## src/rtl/nanov_regfile_serial.sv

```systemverilog
// nanov_regfile_serial: digit-serial register file for a bit/nibble-serial RISC-V core.
//
// Every register x1..NUM_REGS-1 is an XLEN-bit ring that rotates right by DW bits on
// each enabled cycle, so the digit currently presented is always bits [DW-1:0].
// A shared digit counter tracks which digit of the word is on the read ports.
// XLEN must be a multiple of DW and larger than DW.
//
// Ports:
//   clk        clock, all state changes on the rising edge
//   rst        synchronous active-high reset, clears all registers and the digit counter
//   en         advance: rotate registers and the digit counter by one digit
//   rs1, rs2   read selects; rs1_data/rs2_data present the current digit (combinational)
//   rd         write select; wr_en/wr_data write the current digit of rd when en=1
//   fwd_en     enable same-cycle bypass of wr_data to matching read ports
//   digit      index of the digit currently presented (0 = least significant)
//   word_done  high while en=1 on the last digit of the word
//
// Build option: define NANOV_REGFILE_CONST_REGS_EN to make x3 a read-only constant
// 0x00001000 and x4 a read-only constant 0x10000000 (no storage, no bypass, writes dropped).

module nanov_regfile_serial #(
  parameter int unsigned XLEN          = 32,
  parameter int unsigned DW            = 1,
  parameter int unsigned NUM_REGS      = 16,
  parameter int unsigned REG_ADDR_BITS = 4,
  localparam int unsigned NumDigits    = XLEN / DW,
  localparam int unsigned DigitW       = (NumDigits > 1) ? $clog2(NumDigits) : 1
) (
  input  logic                     clk,
  input  logic                     rst,
  input  logic                     en,
  input  logic [REG_ADDR_BITS-1:0] rs1,
  input  logic [REG_ADDR_BITS-1:0] rs2,
  input  logic [REG_ADDR_BITS-1:0] rd,
  input  logic                     wr_en,
  input  logic [DW-1:0]            wr_data,
  input  logic                     fwd_en,
  output logic [DW-1:0]            rs1_data,
  output logic [DW-1:0]            rs2_data,
  output logic [DigitW-1:0]        digit,
  output logic                     word_done
);

`ifdef NANOV_REGFILE_CONST_REGS_EN
  localparam bit ConstEn = 1'b1;
`else
  localparam bit ConstEn = 1'b0;
`endif

  localparam logic [DigitW-1:0] LastDigit = DigitW'(NumDigits - 1);
  localparam logic [XLEN-1:0]   ConstX3   = XLEN'(32'h0000_1000);
  localparam logic [XLEN-1:0]   ConstX4   = XLEN'(32'h1000_0000);

  logic [DigitW-1:0] digit_q, digit_d;

  // Current digit of every register; index 0 is hard-wired zero.
  logic [DW-1:0] cur_digit [NUM_REGS];

  // Digit counter
  always_comb begin
    digit_d = digit_q;
    if (en) begin
      digit_d = (digit_q == LastDigit) ? '0 : digit_q + DigitW'(1);
    end
  end

  always_ff @(posedge clk) begin
    if (rst) begin
      digit_q <= '0;
    end else begin
      digit_q <= digit_d;
    end
  end

  assign digit     = digit_q;
  assign word_done = en && (digit_q == LastDigit);

  // Register rings
  for (genvar i = 0; i < NUM_REGS; i++) begin : g_reg
    if (i == 0) begin : g_zero
      assign cur_digit[i] = '0;
    end else if (ConstEn && (i == 3 || i == 4)) begin : g_const
      // Constants are serialised by picking the digit selected by the shared counter.
      logic [XLEN-1:0] shifted;
      assign shifted      = ((i == 3) ? ConstX3 : ConstX4) >> (32'(digit_q) * DW);
      assign cur_digit[i] = shifted[DW-1:0];
    end else begin : g_store
      logic [XLEN-1:0] reg_q, reg_d;
      logic            wr_hit;

      assign wr_hit = wr_en && (rd == REG_ADDR_BITS'(i));

      // The outgoing digit re-enters at the top unless it is being overwritten.
      always_comb begin
        reg_d = reg_q;
        if (en) begin
          reg_d = {(wr_hit ? wr_data : reg_q[DW-1:0]), reg_q[XLEN-1:DW]};
        end
      end

      always_ff @(posedge clk) begin
        if (rst) begin
          reg_q <= '0;
        end else begin
          reg_q <= reg_d;
        end
      end

      assign cur_digit[i] = reg_q[DW-1:0];
    end
  end

  // Read ports with optional write-to-read bypass
  logic rd_is_const;
  logic byp_ok;

  always_comb begin
    rd_is_const = ConstEn && ((rd == REG_ADDR_BITS'(3)) || (rd == REG_ADDR_BITS'(4)));
    byp_ok      = fwd_en && wr_en && en && (rd != '0) && (32'(rd) < NUM_REGS) && !rd_is_const;

    rs1_data = '0;
    if (32'(rs1) < NUM_REGS) begin
      rs1_data = cur_digit[rs1];
    end
    if (byp_ok && (rs1 == rd)) begin
      rs1_data = wr_data;
    end

    rs2_data = '0;
    if (32'(rs2) < NUM_REGS) begin
      rs2_data = cur_digit[rs2];
    end
    if (byp_ok && (rs2 == rd)) begin
      rs2_data = wr_data;
    end
  end

endmodule

```

## config.mk

```make
export PLATFORM = sky130hd
export DESIGN_NAME = nanov_regfile_serial
export DESIGN_NICKNAME = d
export VERILOG_FILES = /design/src/rtl/nanov_regfile_serial.sv
export SDC_FILE = /design/constraint.sdc
export NUM_CORES = 1
export LEC_CHECK = 0
export BUFFER_PORTS_ARGS = -buffer_cell sky130_fd_sc_hd__buf_2
export CAP_MARGIN = 20
export CORE_MARGIN = 8
export CORE_UTILIZATION = 67
export DETAILED_ROUTE_END_ITERATION = 12
export PLACE_DENSITY = 0.9
export REMOVE_ABC_BUFFERS = 1
export SYNTH_ARGS = -nofsm -noshare
export SYNTH_HDL_FRONTEND = slang
export SYNTH_SLANG_ARGS = --single-unit
```

## constraint.sdc

```tcl
create_clock -name clk -period 2.2 [get_ports clk]
set_input_delay 0.22 -clock clk [delete_from_list [all_inputs] [get_ports clk]]
set_output_delay 0.22 -clock clk [all_outputs]
set_load 0.005 [all_outputs]
```

==> results.yml <==
worst_setup_path:
  path_max_fanout: 4
  worstSetupStartpointType: "flop"
  worstSetupEndpointType: "output port"
  crit_arrival_ns: 1.96
  required_ns: 1.98
  timing.setup.critical_path_class: "reg -> out"
synthesis:
  syn_area_sq_um: 17600
  ys_seq_area_share_pct: 55.2
  yosys_warnings: 0
  ys_types: 28
  avgSynthCellArea_sq_um: 10.6
  synth-seq-cells: 485
  syn_inst: 1660
route:
  drt-initial-drc-count: 465
  ant_nets: 0
  first_pass_iters: 4
  dr_total_vias: 11000
  wl_per_cell_um: 15.2
  routed_wl_mm: 30.6
  via_per_inst: 5.44
  drc: 0
layout:
  final_nets: 1662
  syn_to_final_growth_pct: 10.6
  layout-drive-gt1-share_pct: 8.72
flow_run:
  cap_violations: 0
clock_tree:
  clk_latency_ns: 0.54
  cts-root-buf: "clkbuf_16"
  clkTransAtPathRegs_ns: 0.07
  cts_tree: "built"
  cts_buffers: 45
  cts.sinks: 485
  htreeDepth: 2
  cts_hold_buf: 0
  cts_buffer_depth: 3
run_status:
  status: "completed"
sta:
  skew_ns: 0.00938
  finalSetupViolations: 0
  rsz0062_at_grt: "yes"
  slew_viol_final: 0
  fmax_ghz: 0.458
  fin_crit_ns: 2.18
  hold_violations: 0
  max_slew_margin_pct: 52.6
  worst_slew_pin_slew_ns: 0.711
  fin_ws_ns: 0.0174
  fin_crit_sh_pct: 99.2
floorplan:
  start_util_pct: 67.9
  core-area_sq_um: 25900
  die-area_sq_um: 31700
  die_h_um: 178
  placementRows: 59
  boundaryPins: 26
  die_x_um: 178
place:
  numPortBuffers: 25
  gp_congestion: 0.815
  hpwlAfterDp_mm: 18.1
  dpl_worst_slack_ns: 0.411
power:
  finalPower_uw: 17100
  cellPowerDensity_nw_per_um2: 880
  leakage_uw: 0.00863
  ir_drop_uv: 1180
global_route:
  gr-total-overflow: 0
  antenna_found_initial: 3
  grt_max_degree: 105
  grt_use_total_pct: 19.3
  grt_pass1_wl_mm: 52.0
  grt_pass1_vias: 11000
hold_path:
  min_path_type: "in -> reg"
-- cell families after synthesis --
family                     count (synthesis)  share of synthesized area, %
buffers and inverters                    118                          2.99
AOI/OAI and AO/OA                         25                          1.03
and+or+nand+nor                          531                          11.8
adders and majority gates                  2                         0.142
muxes                                    490                          28.5
DFF                                      485                          55.2
xor gates and xnor gates                   9                         0.448
-- registers in the layout, indices dropped and copies added, names as in the netlist --
name,count
digit,5
g.g_store.reg_q,480
-- area by class of cell --
class,count,area (sq um)
well taps,335,419
clock buffers,60,1290
flip-flops and latches,485,9720
multi-input cells,1057,7360
repair buffers,53,505
fillers,1589,6440
clock inverters,20,169
diodes,2,5.00
-- what timing repair did --
item | CTS | global route
gates resized for setup | 7 | 8
buffers inserted | 1 | 0
pin swaps | 0 | 1
endpoints found under the setup margin | 2 | 2
gates cloned | 0 | 0
-- cells in the mapped netlist --
library cell,n,area (sq um)
ha_1,2,25.0
o21ai_0,4,20.0
clkbuf_1,62,233
a311oi_1,3,26.3
and3_1,1,6.26
mux2i_1,480,4800
nand3_1,6,30.0
nand2b_1,3,18.8
a21oi_1,2,10.0
buf_2,54,270
nor3_1,8,40.0
nand3b_1,2,15.0
mux4_1,6,158
nand2_1,7,26.3
xor2_1,9,78.8
nand4b_1,2,17.5
mux2_2,4,45.0
and2_1,1,6.26
nor4bb_1,1,10.0
nor2b_1,5,31.3
dfxtp_1,485,9710
a221oi_1,2,17.5
a211oi_1,12,90.1
nand4_1,2,12.5
o311ai_1,2,17.5
nor2_1,490,1840
buf_6,2,22.5
nor4_1,3,18.8
-- stage by stage --
stage          hold slack [ns]  instance area [sq um]  TNS (ns)  std cells  utilization (%)
6_report                0.0491                  19500         0       2012             75.1
3_5_place_dp             0.478                  18000         0       1929             69.4
5_1_grt                 0.0598                  19500   -0.0716       2012             75.1
3_3_place_gp             0.472                  18000         0       1929             69.4
4_1_cts                 0.0476                  19500   -0.0140       2010             75.1
2_1_floorplan            0.292                  17100         0       1542                -
-- where the power goes --
| part | leakage [uW] | switching (uW) | internal, uW |
|---|---|---|---|
| logic | 0.00399 | 438 | 288 |
| registers | 0.00391 | 19.9 | 8810 |
| clock network | 0.000725 | 3200 | 4380 |
| total | 0.00863 | 3650 | 13500 |
-- layout by cell type (no fill, tap or decap), drive strengths merged, types with 4 or more instances in the layout --
cell type and instances:
mux2i 480, nand2 7, mux4 6, buf 53
dfxtp 485, nor2 490, nor3 8, clkbuf 60
clkinv 13, o21ai 4, nand3 6, a211oi 12
xor2 9, nor2b 5, mux2 4
-- path summary, 6_finish.rpt --
path / start / to / slack [ns] / depth (start not counted)
worst max-delay path: g_reg[12].g_store.reg_q[0]$_SDFFE_PP0P_ / rs2_data / 0.02 / 5
worst min-delay path: rst / g_reg[8].g_store.reg_q[11]$_SDFFE_PP0P_ / 0.05 / 2
worst max register to register: digit[0]$_SDFFE_PP0P_ / digit[2]$_SDFFE_PP0P_ / 0.74 / 6
worst min register to register: g_reg[2].g_store.reg_q[31]$_SDFFE_PP0P_ / g_reg[2].g_store.reg_q[31]$_SDFFE_PP0P_ / 0.49 / 2
-- worst max-delay path: stages (launching register included) --
cell	delay (ns)
dfxtp_1	0.34
mux4_1	0.49
nand3b_1	0.10
o311ai_1	0.11
mux2_2	0.27
buf_2	0.13
-- metal layers --
metal  part of all wire, %  up-vias  routed length (um)  global-route usage (%)
li1                      -     5533                   -                       -
met1                    44     5239               13600                    22.9
met2                    50      124               15400                    34.8
met3                   3.3       57                1020                    3.26
met4                   2.2        2                 669                    6.08
met5                 0.042        -                  13                    1.60
Note: power is estimated with default switching activity, not from simulation.
